## config.mk

```make
export PLATFORM = sky130hd
export DESIGN_NAME = mem_lsu_master_flat
export DESIGN_NICKNAME = d
export VERILOG_FILES = /design/src/rtl/mem_lsu_master_if.sv /design/src/rtl/mem_lsu_master.sv /design/src/flat_wrapper.sv
export SDC_FILE = /design/constraint.sdc
export NUM_CORES = 1
export LEC_CHECK = 0
export CORE_UTILIZATION = 43
export CTS_CLUSTER_DIAMETER = 60
export DETAILED_ROUTE_END_ITERATION = 12
export PLACE_DENSITY = 0.77
export SETUP_SLACK_MARGIN = 0.4
export SYNTH_ARGS = -nofsm -noshare
export SYNTH_HDL_FRONTEND = slang
export SYNTH_SLANG_ARGS = --single-unit
export TNS_END_PERCENT = 1
```

## constraint.sdc

```tcl
create_clock -name clk -period 2.18 [get_ports clk]
set_input_delay 0.545 -clock clk [delete_from_list [all_inputs] [get_ports clk]]
set_output_delay 0.545 -clock clk [all_outputs]
set_load 0.05 [all_outputs]
```

## src/rtl/mem_lsu_master_if.sv

```systemverilog
// Request/response and memory-port bundle of the load/store initiator.
// The master modport is the LSU view; the slave modport is the execute stage plus memory.
interface mem_lsu_master_if;
  logic        req_valid;
  logic        req_ready;
  logic        req_we;
  logic [1:0]  req_size;
  logic        req_signed;
  logic [31:0] req_addr;
  logic [31:0] req_wdata;
  logic        rsp_valid;
  logic [31:0] rsp_rdata;
  logic        rsp_err;
  logic [31:0] mem_addr;
  logic [31:0] mem_wdata;
  logic        mem_rw;
  logic [31:0] mem_rdata;

  modport master (
    input  req_valid, req_we, req_size, req_signed, req_addr, req_wdata, mem_rdata,
    output req_ready, rsp_valid, rsp_rdata, rsp_err, mem_addr, mem_wdata, mem_rw
  );

  modport slave (
    output req_valid, req_we, req_size, req_signed, req_addr, req_wdata, mem_rdata,
    input  req_ready, rsp_valid, rsp_rdata, rsp_err, mem_addr, mem_wdata, mem_rw
  );
endinterface

```

## src/rtl/mem_lsu_master.sv

```systemverilog
// Single-outstanding load/store initiator for a word-wide memory port without byte
// enables; sub-word stores are done as read-modify-write.
module mem_lsu_master #(
  parameter int unsigned READ_LATENCY = 32'd1
) (
  input logic              clk,
  input logic              nreset,
  mem_lsu_master_if.master bus_io
);

  localparam logic [1:0] ST_IDLE = 2'd0;
  localparam logic [1:0] ST_RD   = 2'd1;
  localparam logic [1:0] ST_WR   = 2'd2;
  localparam logic [1:0] ST_RESP = 2'd3;
  localparam logic [3:0] LAT_LAST = 4'(READ_LATENCY - 32'd1);

  logic [1:0]  state_q, state_d;
  logic [3:0]  cnt_q, cnt_d;
  logic        we_q, we_d;
  logic [1:0]  size_q, size_d;
  logic        signed_q, signed_d;
  logic [1:0]  off_q, off_d;
  logic [15:0] sdata_q, sdata_d;
  logic [31:0] mem_addr_q, mem_addr_d;
  logic [31:0] mem_wdata_q, mem_wdata_d;
  logic        mem_rw_q, mem_rw_d;
  logic        rsp_valid_q, rsp_valid_d;
  logic [31:0] rsp_rdata_q, rsp_rdata_d;
  logic        rsp_err_q, rsp_err_d;

  function automatic logic is_illegal(input logic [1:0] size, input logic [1:0] off);
    logic r;
    case (size)
      2'b00:   r = 1'b0;
      2'b01:   r = off[0];
      2'b10:   r = (off != 2'b00);
      default: r = 1'b1;
    endcase
    return r;
  endfunction

  function automatic logic [31:0] load_extract(input logic [31:0] word, input logic [1:0] size,
                                               input logic [1:0] off, input logic sgn);
    logic [7:0]  b;
    logic [15:0] h;
    logic [31:0] r;
    b = 8'(word >> {off, 3'b000});
    h = off[1] ? word[31:16] : word[15:0];
    case (size)
      2'b00:   r = sgn ? {{24{b[7]}}, b} : {24'h00_0000, b};
      2'b01:   r = sgn ? {{16{h[15]}}, h} : {16'h0000, h};
      2'b10:   r = word;
      default: r = 32'h0000_0000;
    endcase
    return r;
  endfunction

  function automatic logic [31:0] store_merge(input logic [31:0] old, input logic [15:0] data,
                                              input logic [1:0] size, input logic [1:0] off);
    logic [31:0] r;
    case (size)
      2'b00:   r = (old & ~(32'h0000_00FF << {off, 3'b000})) |
                   ({24'h00_0000, data[7:0]} << {off, 3'b000});
      2'b01:   r = off[1] ? {data, old[15:0]} : {old[31:16], data};
      default: r = old;
    endcase
    return r;
  endfunction

  // Next-state and registered-output logic; rsp_valid and mem_rw are one-cycle pulses
  always_comb begin
    state_d     = state_q;
    cnt_d       = cnt_q;
    we_d        = we_q;
    size_d      = size_q;
    signed_d    = signed_q;
    off_d       = off_q;
    sdata_d     = sdata_q;
    mem_addr_d  = mem_addr_q;
    mem_wdata_d = mem_wdata_q;
    mem_rw_d    = 1'b0;
    rsp_valid_d = 1'b0;
    rsp_rdata_d = rsp_rdata_q;
    rsp_err_d   = rsp_err_q;
    case (state_q)
      ST_IDLE: begin
        if (bus_io.req_valid) begin
          we_d       = bus_io.req_we;
          size_d     = bus_io.req_size;
          signed_d   = bus_io.req_signed;
          off_d      = bus_io.req_addr[1:0];
          sdata_d    = bus_io.req_wdata[15:0];
          mem_addr_d = {bus_io.req_addr[31:2], 2'b00};
          cnt_d      = 4'd0;
          if (is_illegal(bus_io.req_size, bus_io.req_addr[1:0])) begin
            state_d     = ST_RESP;
            rsp_valid_d = 1'b1;
            rsp_err_d   = 1'b1;
            rsp_rdata_d = 32'h0000_0000;
          end else if (bus_io.req_we && (bus_io.req_size == 2'b10)) begin
            state_d     = ST_WR;
            mem_wdata_d = bus_io.req_wdata;
            mem_rw_d    = 1'b1;
          end else begin
            state_d = ST_RD;
          end
        end else begin
          state_d = ST_IDLE;
        end
      end
      ST_RD: begin
        if (cnt_q == LAT_LAST) begin
          // Loads finish here; sub-word stores turn the captured word into the merged write
          if (we_q) begin
            state_d     = ST_WR;
            mem_wdata_d = store_merge(bus_io.mem_rdata, sdata_q, size_q, off_q);
            mem_rw_d    = 1'b1;
          end else begin
            state_d     = ST_RESP;
            rsp_valid_d = 1'b1;
            rsp_err_d   = 1'b0;
            rsp_rdata_d = load_extract(bus_io.mem_rdata, size_q, off_q, signed_q);
          end
        end else begin
          cnt_d = cnt_q + 4'd1;
        end
      end
      ST_WR: begin
        state_d     = ST_RESP;
        rsp_valid_d = 1'b1;
        rsp_err_d   = 1'b0;
        rsp_rdata_d = 32'h0000_0000;
      end
      ST_RESP: state_d = ST_IDLE;
      default: state_d = ST_IDLE;
    endcase
  end

  // State and output registers
  always_ff @(posedge clk or negedge nreset) begin
    if (!nreset) begin
      state_q     <= ST_IDLE;
      cnt_q       <= 4'd0;
      we_q        <= 1'b0;
      size_q      <= 2'b00;
      signed_q    <= 1'b0;
      off_q       <= 2'b00;
      sdata_q     <= 16'h0000;
      mem_addr_q  <= 32'h0000_0000;
      mem_wdata_q <= 32'h0000_0000;
      mem_rw_q    <= 1'b0;
      rsp_valid_q <= 1'b0;
      rsp_rdata_q <= 32'h0000_0000;
      rsp_err_q   <= 1'b0;
    end else begin
      state_q     <= state_d;
      cnt_q       <= cnt_d;
      we_q        <= we_d;
      size_q      <= size_d;
      signed_q    <= signed_d;
      off_q       <= off_d;
      sdata_q     <= sdata_d;
      mem_addr_q  <= mem_addr_d;
      mem_wdata_q <= mem_wdata_d;
      mem_rw_q    <= mem_rw_d;
      rsp_valid_q <= rsp_valid_d;
      rsp_rdata_q <= rsp_rdata_d;
      rsp_err_q   <= rsp_err_d;
    end
  end

  assign bus_io.req_ready = (state_q == ST_IDLE);
  assign bus_io.rsp_valid = rsp_valid_q;
  assign bus_io.rsp_rdata = rsp_rdata_q;
  assign bus_io.rsp_err   = rsp_err_q;
  assign bus_io.mem_addr  = mem_addr_q;
  assign bus_io.mem_wdata = mem_wdata_q;
  assign bus_io.mem_rw    = mem_rw_q;

endmodule

```

## src/flat_wrapper.sv

```systemverilog
// flat-port wrapper written by rule: the top's interface ports become plain ports
module mem_lsu_master_flat 
#(
  parameter int unsigned READ_LATENCY = 32'd1
)
  (clk, nreset, bus_io_req_valid, bus_io_req_we, bus_io_req_size, bus_io_req_signed, bus_io_req_addr, bus_io_req_wdata, bus_io_mem_rdata, bus_io_req_ready, bus_io_rsp_valid, bus_io_rsp_rdata, bus_io_rsp_err, bus_io_mem_addr, bus_io_mem_wdata, bus_io_mem_rw);
  mem_lsu_master_if bus_io_i ();
  input logic clk;
  input logic nreset;
  input wire logic [$bits(bus_io_i.req_valid)-1:0] bus_io_req_valid;
  input wire logic [$bits(bus_io_i.req_we)-1:0] bus_io_req_we;
  input wire logic [$bits(bus_io_i.req_size)-1:0] bus_io_req_size;
  input wire logic [$bits(bus_io_i.req_signed)-1:0] bus_io_req_signed;
  input wire logic [$bits(bus_io_i.req_addr)-1:0] bus_io_req_addr;
  input wire logic [$bits(bus_io_i.req_wdata)-1:0] bus_io_req_wdata;
  input wire logic [$bits(bus_io_i.mem_rdata)-1:0] bus_io_mem_rdata;
  output wire logic [$bits(bus_io_i.req_ready)-1:0] bus_io_req_ready;
  output wire logic [$bits(bus_io_i.rsp_valid)-1:0] bus_io_rsp_valid;
  output wire logic [$bits(bus_io_i.rsp_rdata)-1:0] bus_io_rsp_rdata;
  output wire logic [$bits(bus_io_i.rsp_err)-1:0] bus_io_rsp_err;
  output wire logic [$bits(bus_io_i.mem_addr)-1:0] bus_io_mem_addr;
  output wire logic [$bits(bus_io_i.mem_wdata)-1:0] bus_io_mem_wdata;
  output wire logic [$bits(bus_io_i.mem_rw)-1:0] bus_io_mem_rw;
  assign bus_io_i.req_valid = bus_io_req_valid;
  assign bus_io_i.req_we = bus_io_req_we;
  assign bus_io_i.req_size = bus_io_req_size;
  assign bus_io_i.req_signed = bus_io_req_signed;
  assign bus_io_i.req_addr = bus_io_req_addr;
  assign bus_io_i.req_wdata = bus_io_req_wdata;
  assign bus_io_i.mem_rdata = bus_io_mem_rdata;
  assign bus_io_req_ready = bus_io_i.req_ready;
  assign bus_io_rsp_valid = bus_io_i.rsp_valid;
  assign bus_io_rsp_rdata = bus_io_i.rsp_rdata;
  assign bus_io_rsp_err = bus_io_i.rsp_err;
  assign bus_io_mem_addr = bus_io_i.mem_addr;
  assign bus_io_mem_wdata = bus_io_i.mem_wdata;
  assign bus_io_mem_rw = bus_io_i.mem_rw;
  mem_lsu_master #(.READ_LATENCY(READ_LATENCY)) u_core (.clk(clk), .nreset(nreset), .bus_io(bus_io_i));
endmodule
```

# Word-level counts from Yosys, hierarchy flattened

Index checks and enable logic that the tools add are counted.

Bits in registers: 125
Output and inout bits: 100

Add/subtract/negate cells: 1
Equal/unequal tests: 15
Shift-type cells: 3
Muxes and demuxes: 45
Bitwise logic cells: 3
Reductions and logical operators: 12

Operators by type and width:

| cell                                                   | number |
|---|---|
| 2-to-1 mux 32 bit                                      | 12 |
| one-hot mux 32 bit (3 select lines)                    | 2 |
| one-hot mux 32 bit (2 select lines)                    | 2 |
| AND 32 bit                                             | 1 |
| inverter 32 bit                                        | 1 |
| bitwise OR 32 bit                                      | 1 |
| left shift 8 x 5 -> 32 bit                             | 1 |
| left shift 8 x 5 -> 32 bit (first input constant)      | 1 |
| right shift 32 x 5 -> 8 bit                            | 1 |
| 2-to-1 mux 1 bit                                       | 16 |
| 2-to-1 mux 16 bit                                      | 1 |
| one-hot mux 1 bit (3 select lines)                     | 3 |
| == test 2 bit (second input constant)                  | 4 |
| 2-to-1 mux 2 bit                                       | 4 |
| 2-to-1 mux 4 bit                                       | 2 |
| inequality test 2 x 1 -> 1 bit (second input constant) | 4 |
| inequality test 2 bit (second input constant)          | 4 |
| one-hot mux 2 bit (4 select lines)                     | 1 |
| one-hot mux 4 bit (2 select lines)                     | 1 |
| == test 2 x 1 -> 1 bit (second input constant)         | 3 |
| logical NOT 2 bit                                      | 3 |
| AND reduction 6 bit                                    | 1 |
| AND reduction 5 bit                                    | 1 |
| adder 4 x 1 -> 4 bit (second input constant)           | 1 |
| 7 further kinds                                        | 8 |

# Longest topological paths before layout

Gate-level depths: netlist of run 1.

Depth in word-level cells: 8
Gate-level depth with buffers: 8
Gate-level depth less buffers: 6

# Worst setup path after synthesis of run 1

Ideal clock, no wire load.

Path kind: reg-to-reg
Start point: register u_core.state_q[0]
End point: register u_core.mem_wdata_q[0] (netlist: u_core.bus_io.mem_wdata[0])
Setup time: 125 ps
Arrival time: 2144 ps
Setup slack: -89 ps
Stages on the path, launching flop included: 8
Period minus slack after synthesis: 2269 ps
Path through: dfrtp_1 -> inv_1 -> ha_1 -> nor2_1 -> o21bai_2 -> nor2_2 -> buf_6 -> mux2_2

Cells in the longest elaborated chain, start to end: 3

RTL lines:

| what                                                          | RTL line              | text |
|---|---|---|
| start: declaration                                            | mem_lsu_master.sv:17  | `logic [1:0] state_q, state_d;` |
| start signal: assignment                                      | mem_lsu_master.sv:156 | `state_q <= state_d;` |
| logical NOT 2 bit (*)                                         | -                     |  |
| net bus_io_req_ready                                          | flat_wrapper.sv:17    | `output wire logic [$bits(bus_io_i.req_ready)-1:0] bus_io_req_ready;` |
| inequality test 2 bit (no line), or another cell as far along | -                     |  |
| AND reduction 6 bit (no line)                                 | -                     |  |
| end signal: assignment                                        | mem_lsu_master.sv:164 | `mem_wdata_q <= mem_wdata_d;` |
| end: declaration                                              | mem_lsu_master.sv:25  | `logic [31:0] mem_wdata_q, mem_wdata_d;` |

The timed path passes the listed nets; every way through them passes the cells marked *.
A chain may end at the register's enable or synchronous reset.

# Final worst setup path of run 1

Start point: register u_core.cnt_q[0]
End point: register u_core.rsp_rdata_q[12] (netlist: u_core.bus_io.rsp_rdata[12])

Cells in the longest elaborated chain, start to end: 3

RTL lines:

| what                                     | RTL line              | text |
|---|---|---|
| start: declaration                       | mem_lsu_master.sv:18  | `logic [3:0] cnt_q, cnt_d;` |
| start signal: assignment                 | mem_lsu_master.sv:157 | `cnt_q <= cnt_d;` |
| logical NOT 4 bit                        | mem_lsu_master.sv:112 | `if (cnt_q == LAT_LAST) begin` |
| inequality test 2 x 1 -> 1 bit (no line) | -                     |  |
| AND reduction 5 bit (no line)            | -                     |  |
| end signal: assignment                   | mem_lsu_master.sv:167 | `rsp_rdata_q <= rsp_rdata_d;` |
| end: declaration                         | mem_lsu_master.sv:28  | `logic [31:0] rsp_rdata_q, rsp_rdata_d;` |

No other way between the ends.

==> results of run 1 <==
## how the worst min path moves through the flow
stage,to,slack [ns]
after global placement,u_core.bus_io.rsp_rdata[15],0.46
after floorplan,u_core.bus_io.mem_addr[10],0.25
after global routing,u_core.bus_io.mem_addr[16],0.08
after CTS,u_core.bus_io.mem_addr[13],0.07
final,u_core.bus_io.mem_addr[16],0.06
after detailed placement,u_core.bus_io.rsp_rdata[15],0.48
## stage by stage
step	hold slack, ns	util [%]	instances	instance area [µm²]
CTS	0.0659	65.3	1056	9640
global placement	0.463	61.9	1022	9130
global route	0.0773	65.6	1058	9680
detailed placement	0.479	61.9	1022	9130
floorplan	0.249	-	635	6650
finish	0.0600	65.6	1058	9680
## kinds of logic after synthesis
logic type / Yosys count
AO/OA/AOI/OAI: 180
AND/OR/NAND/NOR: 168
other: 1
buffers and inverters: 63
adder cells (fa/ha/maj): 7
multiplexers: 90
flip-flops: 125
## routing by layer
layer,routed length [µm],track usage (%)
met1,9040,36.3
met2,10200,44.5
met3,1940,9.13
met4,513,9.28
met5,0,0
## layout by cell type, fill, tap and decap left out, types with 8 or more instances in the layout
cell               n
a21oi_1            8
a22o_1            30
a31oi_1           23
a32o_1             8
and3_1            12
buf_12             9
buf_4             56
clkbuf_16         18
clkdlybuf4s50_1  102
dfrtp_1          124
dlygate4sd2_1     90
inv_1              9
mux2_2            80
mux2i_1            9
nand2_1           47
nand3_1           18
nor2_1            47
nor2b_1           11
o21ai_0           63
## state kept, by name, indices dropped and copies added, names as in the netlist, 2 cells and up
name                     cells
u_core.bus_io.rsp_rdata     32
u_core.bus_io.mem_wdata     32
u_core.bus_io.mem_addr      30
u_core.cnt_q                 4
u_core.off_q                 2
u_core.sdata_q              16
u_core.state_q               2
u_core.size_q                2
## worst register-to-register path, cell delays in order (launching register included)
cell,delay [ns]
dfrtp_1,0.39
inv_2,0.08
ha_4,0.13
or3b_4,0.40
o21ai_2,0.13
or3b_4,0.44
clkbuf_16,0.20
a32o_1,0.22
## where the power goes
part,internal (mW),switching (mW),total (mW)
clock network,1.80,1.09,2.89
registers,3.37,0.784,4.15
logic,3.74,6.32,10.1
total,8.91,8.19,17.1
## repair_timing
action / CTS / global route
resized for setup: 92 / 3
setup endpoints to repair: 157 / 157
pin swaps: 0 / 0
hold buffers: 0 / 0
setup buffers: 2 / 1
cloned: 0 / 1
## area by class of cell
class | instances | area, µm²
clock buffer | 18 | 429
clock inverter | 14 | 169
fill | 1195 | 5070
inverter | 12 | 45.0
multi-input combinational | 447 | 3240
sequential | 125 | 3130
tap | 184 | 230
timing repair buffer | 258 | 2430
==> results.sh, run 1 <==
export IMPL_numCtsBuffers=17
export IMPL_crit_family="simple AND/OR/NAND/NOR gates"
export IMPL_drc=0
export IMPL_postSynth_asyncResetShare_pct=100
export IMPL_crit_cells=7
export IMPL_grt_pass1_vias=6298
export IMPL_via_per_inst=5.84
export IMPL_grt_max_degree=64
export IMPL_finalMaxSlewViolations=0
export IMPL_crit_arrival_ns=2.42
export IMPL_die_h_um=126
export IMPL_cp_start_kind="flop"
export IMPL_maxClockFrequency_ghz=0.474
export IMPL_synthSimpleGateAreaFrac_pct=12.5
export IMPL_rsz0062_at_grt="true"
export IMPL_end_kind="flop"
export IMPL_max_stage_delay_ns=0.44
export IMPL_clkSinkCount=125
export IMPL_hold_viol=0
export IMPL_synth_top_family_by_area="compound AO/OA/AOI/OAI gates"
export IMPL_synth_seq_cells=125
export IMPL_drive_gt1_share_pct=22.8
export IMPL_grt_overflow_total=0
export IMPL_grt_antenna_before_repair=0
export IMPL_synth_top_area_cell="dfrtp_1"
export IMPL_rows=44
export IMPL_ios=203
export IMPL_cap_violations=0
export IMPL_yosys_area_share_adder_pct=1.32
export IMPL_synth_warnings=0
export IMPL_yosysMostFrequentCell="dfrtp_1"
export IMPL_synth_edff_count=0
export IMPL_worstSetupPathType="flop to flop"
export IMPL_yosysTopAreaCellShare_pct=47.3
export IMPL_diodes=0
export IMPL_port_buffers=200
export IMPL_r2r_end="u_core.bus_io.rsp_rdata[12]"
export IMPL_start_util_pct=44.8
export IMPL_drtPass1Iterations=5
export IMPL_synth_cell_types=57
export IMPL_crit_start="u_core.cnt_q[0]"
export IMPL_synth_area_um2=6610
export IMPL_syn2layout_area_growth_pct=46.3
export IMPL_synth_ff_type="dfrtp_1"
export IMPL_vias=6177
export IMPL_reg2reg_from="u_core.cnt_q[0]"
export IMPL_cp_num_buf_inv=2
export IMPL_synth_compound_area_share_pct=18.9
export IMPL_crit_top_cell="or3b_4"
export IMPL_wl_per_cell_um=20.5
export IMPL_relSlewSlack_pct=63.5
export IMPL_tightest_slew_ns=0.549
export IMPL_grt_pass1_wl_mm=34.2
export IMPL_fin_crit_ns=2.11
export IMPL_status="finished, final reports clean"
export IMPL_required_ns=2.49
export IMPL_wl_mm=21.7
export IMPL_vdd_drop_max_uv=1110
export IMPL_period_share_pct=96.9
export IMPL_path_clk_slew_ns=0.06
export IMPL_syn_inst=634
export IMPL_grt_use_total_pct=28.1
export IMPL_num_nets_final=971
export IMPL_cpMaxStageDelayCell="or3b_4"
export IMPL_setup_violations=0
export IMPL_cellPowerDensity_nw_per_um2=1770
export IMPL_die_x_um=126
export IMPL_crit_fanout=16
export IMPL_cp_endpoint="u_core.bus_io.rsp_rdata[12]"
export IMPL_r2r_slack_ns=0.07
export IMPL_skew_ns=0.00985
export IMPL_synth_xor_area_share_pct=0
export IMPL_ys_seq_area_share_pct=47.3
export IMPL_power_leakage_nw=4.39
export IMPL_final_antenna_net_count=0
export IMPL_core_um2=14800
export IMPL_clock_path_buffers=2
export IMPL_synth_mux_area_share_pct=15.3
export IMPL_yosys_top_cells_area="dfrtp_1, mux2_2, o21ai_0, a22o_1, nand2_1"
export IMPL_hp_class="input pin to asynchronous set/reset pin"
export IMPL_drtIter0Drc=544
export IMPL_rr_worst_depth=7
export IMPL_synth_avg_cell_area_um2=10.4
export IMPL_cts_tree="yes"
export IMPL_clock_insertion_delay_worst_skew_ns=0.42
export IMPL_place_hpwl_mm=16.4
export IMPL_final_setup_tns_ns=0
export IMPL_clockRootBuffer="clkbuf_16"
export IMPL_ys_top_cells_by_count="dfrtp_1, mux2_2, o21ai_0"
export IMPL_cts_htree_levels=4
export IMPL_fin_ws_ns=0.0684
export IMPL_path_cells="inv_2, ha_4, or3b_4, o21ai_2, or3b_4, clkbuf_16, a32o_1"
export IMPL_place_congestion=0.890
export IMPL_post_place_ws_ns=-0.449
export IMPL_power_mw=17.1
export IMPL_dieArea_um2=15900
Note: power is estimated with default switching activity, not from simulation.
==> run 2: changes to the inputs <==
--- a/config.mk
+++ b/config.mk
@@ -10,6 +10,7 @@
 export DETAILED_ROUTE_END_ITERATION = 12
 export PLACE_DENSITY = 0.77
 export SETUP_SLACK_MARGIN = 0.4
+export SKIP_CTS_REPAIR_TIMING = 1
 export SYNTH_ARGS = -nofsm -noshare
 export SYNTH_HDL_FRONTEND = slang
 export SYNTH_SLANG_ARGS = --single-unit
==> constraint.sdc (replaced) <==
create_clock -name clk -period 2.18 [get_ports clk]
set_input_delay 0.545 -clock clk [delete_from_list [all_inputs] [get_ports clk]]
set_output_delay 0.545 -clock clk [all_outputs]
set_load 0.01 [all_outputs]
==> run 2 against run 1 <==
Net effect: fmax fell by 2.5%; hold slack got worse by 0.0022 ns; clock skew decreased by 0.0060 ns; clock power rose by 11%; first-iteration DRC count rose by 9.9%; global-route usage is 0.78 points lower; combinational power is 20% lower; wire length increased by 1.4%; largest cell class unchanged; critical path depth stayed put; sequential power hardly changed; via count is 1.3% higher; total power down 9.9%.
==> results.sh, run 2 (same netlist as run 1, synthesis figures left out) <==
export IMPL_final_cell_mix="clkdlybuf4s50_1, dfrtp_1, mux2_2, dlymetal6s2s_1, o21ai_0"
export IMPL_power_mw=15.4
export IMPL_grt_pass1_wl_mm=33.4
export IMPL_grt_max_degree=63
export IMPL_syn2layout_area_growth_pct=51.0
export IMPL_relSlewSlack_pct=48.7
export IMPL_drtIter0Drc=598
export IMPL_crit_family="simple AND/OR/NAND/NOR gates"
export IMPL_cp_num_buf_inv=2
export IMPL_skew_ns=0.00385
export IMPL_clkSinkCount=125
export IMPL_swShare_pct=37.3
export IMPL_p_clk_share_pct=20.9
export IMPL_worstSetupPathType="flop to flop"
export IMPL_rows=44
export IMPL_finalMaxSlewViolations=0
export IMPL_die_x_um=126
export IMPL_nFillCells=1063
export IMPL_clock_insertion_delay_worst_skew_ns=0.42
export IMPL_port_buffers=200
export IMPL_status="finished, final reports clean"
export IMPL_grt_use_total_pct=27.3
export IMPL_whs_ns=0.0578
export IMPL_drive_gt1_share_pct=21.4
export IMPL_grt_antenna_before_repair=0
export IMPL_path_cells="inv_2, ha_4, or3b_4, o21ai_2, or3b_4, clkbuf_16, a22o_1"
export IMPL_hp_class="input pin to asynchronous set/reset pin"
export IMPL_clock_path_buffers=2
export IMPL_wl_mm=22.0
export IMPL_crit_top_cell="or3b_4"
export IMPL_grtUsageMet3_pct=9.43
export IMPL_core_um2=14800
export IMPL_seq_power_share_pct=26.8
export IMPL_via_per_inst=5.99
export IMPL_met2_usage_pct=42.1
export IMPL_required_ns=2.49
export IMPL_drc=0
export IMPL_numCtsBuffers=17
export IMPL_cap_violations=0
export IMPL_die_h_um=126
export IMPL_cts_tree="yes"
export IMPL_p_int_mw=9.66
export IMPL_hold_viol=0
export IMPL_cp_start_kind="flop"
export IMPL_crit_fanout=8
export IMPL_setup_violations=0
export IMPL_top_usage_layer="met2"
export IMPL_multiInputGateArea_um2=3260
export IMPL_vias=6255
export IMPL_final_setup_tns_ns=0
export IMPL_wl_per_cell_um=21.1
export IMPL_vdd_drop_max_uv=748
export IMPL_fin_ws_ns=0.0145
export IMPL_dieArea_um2=15900
export IMPL_power_leakage_nw=4.96
export IMPL_cpMaxStageDelayCell="or3b_4"
export IMPL_place_congestion=0.903
export IMPL_path_clk_slew_ns=0.05
export IMPL_cts_htree_levels=4
export IMPL_tightest_slew_ns=0.766
export IMPL_ios=203
export IMPL_pwr_share_comb_pct=52.3
export IMPL_place_hpwl_mm=15.7
export IMPL_grt_overflow_total=0
export IMPL_max_stage_delay_ns=0.47
export IMPL_period_share_pct=99.3
export IMPL_grt_pass1_vias=6320
export IMPL_maxClockFrequency_ghz=0.462
export IMPL_num_nets_final=959
export IMPL_register_area_um2=3130
export IMPL_clockRootBuffer="clkbuf_16"
export IMPL_end_kind="flop"
export IMPL_cellPowerDensity_nw_per_um2=1540
export IMPL_start_util_pct=44.8
export IMPL_post_place_ws_ns=-0.396
export IMPL_switchingPower_mw=5.74
export IMPL_diodes=0
export IMPL_grt_met1_usage_pct=34.6
export IMPL_fin_crit_ns=2.17
export IMPL_rsz0062_at_grt="true"
export IMPL_final_antenna_net_count=0
export IMPL_drtPass1Iterations=5
export IMPL_crit_arrival_ns=2.47
export IMPL_final_common_cell="clkdlybuf4s50_1"
[run 2: cell types whose count changed in the layout (fill, tap and decap cells not counted), sizes merged, moves of 8 or more]
cell and change:
dlygate4sd2 -90, clkinv -8, dlymetal6s2s +69, clkbuf +9, clkdlybuf4s50 +27, buf -19
[run 2: path summary, 6_finish.rpt]
check                                           start                     endpoint  slack (ns)  depth (start not counted)
max                                   u_core.cnt_q[1]  u_core.bus_io.rsp_rdata[25]        0.01                          7
min                                            nreset    u_core.bus_io.mem_addr[9]        0.06                          1
max reg2reg                           u_core.cnt_q[1]  u_core.bus_io.rsp_rdata[25]        0.01                          7
min reg2reg                u_core.bus_io.mem_addr[13]   u_core.bus_io.mem_addr[13]        0.50                          1
max in group asynchronous                      nreset            u_core.state_q[0]        1.50                          2
min in group clk           u_core.bus_io.mem_addr[13]   u_core.bus_io.mem_addr[13]        0.50                          1
[run 2: area by class of cell]
cell class,instances,share of cell area [%]
inverters,12,0.489
multi-input cells,447,32.6
clock buffers,26,5.20
flip-flops and latches,125,31.3
repair buffers,246,26.5
well taps,184,2.31
clock inverters,5,1.50
[run 2: layer usage]
layer	part of all wire, %	vias to the layer above
met4	3.2	0
met1	40	3025
met2	47	400
li1	-	2774
met5	0	-
met3	10	56
[run 2: worst reg2reg max path, delay by kind of cell (launching register included)]
kind / cells / cell delay (ns)
buf+inv: 2 / 0.29
compound gates: 2 / 0.33
flops: 1 / 0.43
fa+ha+maj: 1 / 0.14
simple gates: 2 / 0.87
[run 2: power groups by stage]
| stage | Clock [mW] | Combinational (mW) | Sequential [mW] |
|---|---|---|---|
| floorplan | 0 | 4.28 | 4.30 |
| global placement | 0 | 7.48 | 4.09 |
| detailed placement | 0 | 7.73 | 4.14 |
| CTS | 3.26 | 7.80 | 4.13 |
| global route | 3.35 | 8.58 | 4.25 |
| finish | 3.22 | 8.05 | 4.13 |
[run 2: metrics by stage]
step,util [%],instances,area (µm²)
floorplan,-,635,6640
global placement,61.1,1009,9010
detailed placement,61.1,1009,9010
CTS,65.6,1040,9680
global route,67.7,1045,9990
finish,67.7,1045,9990
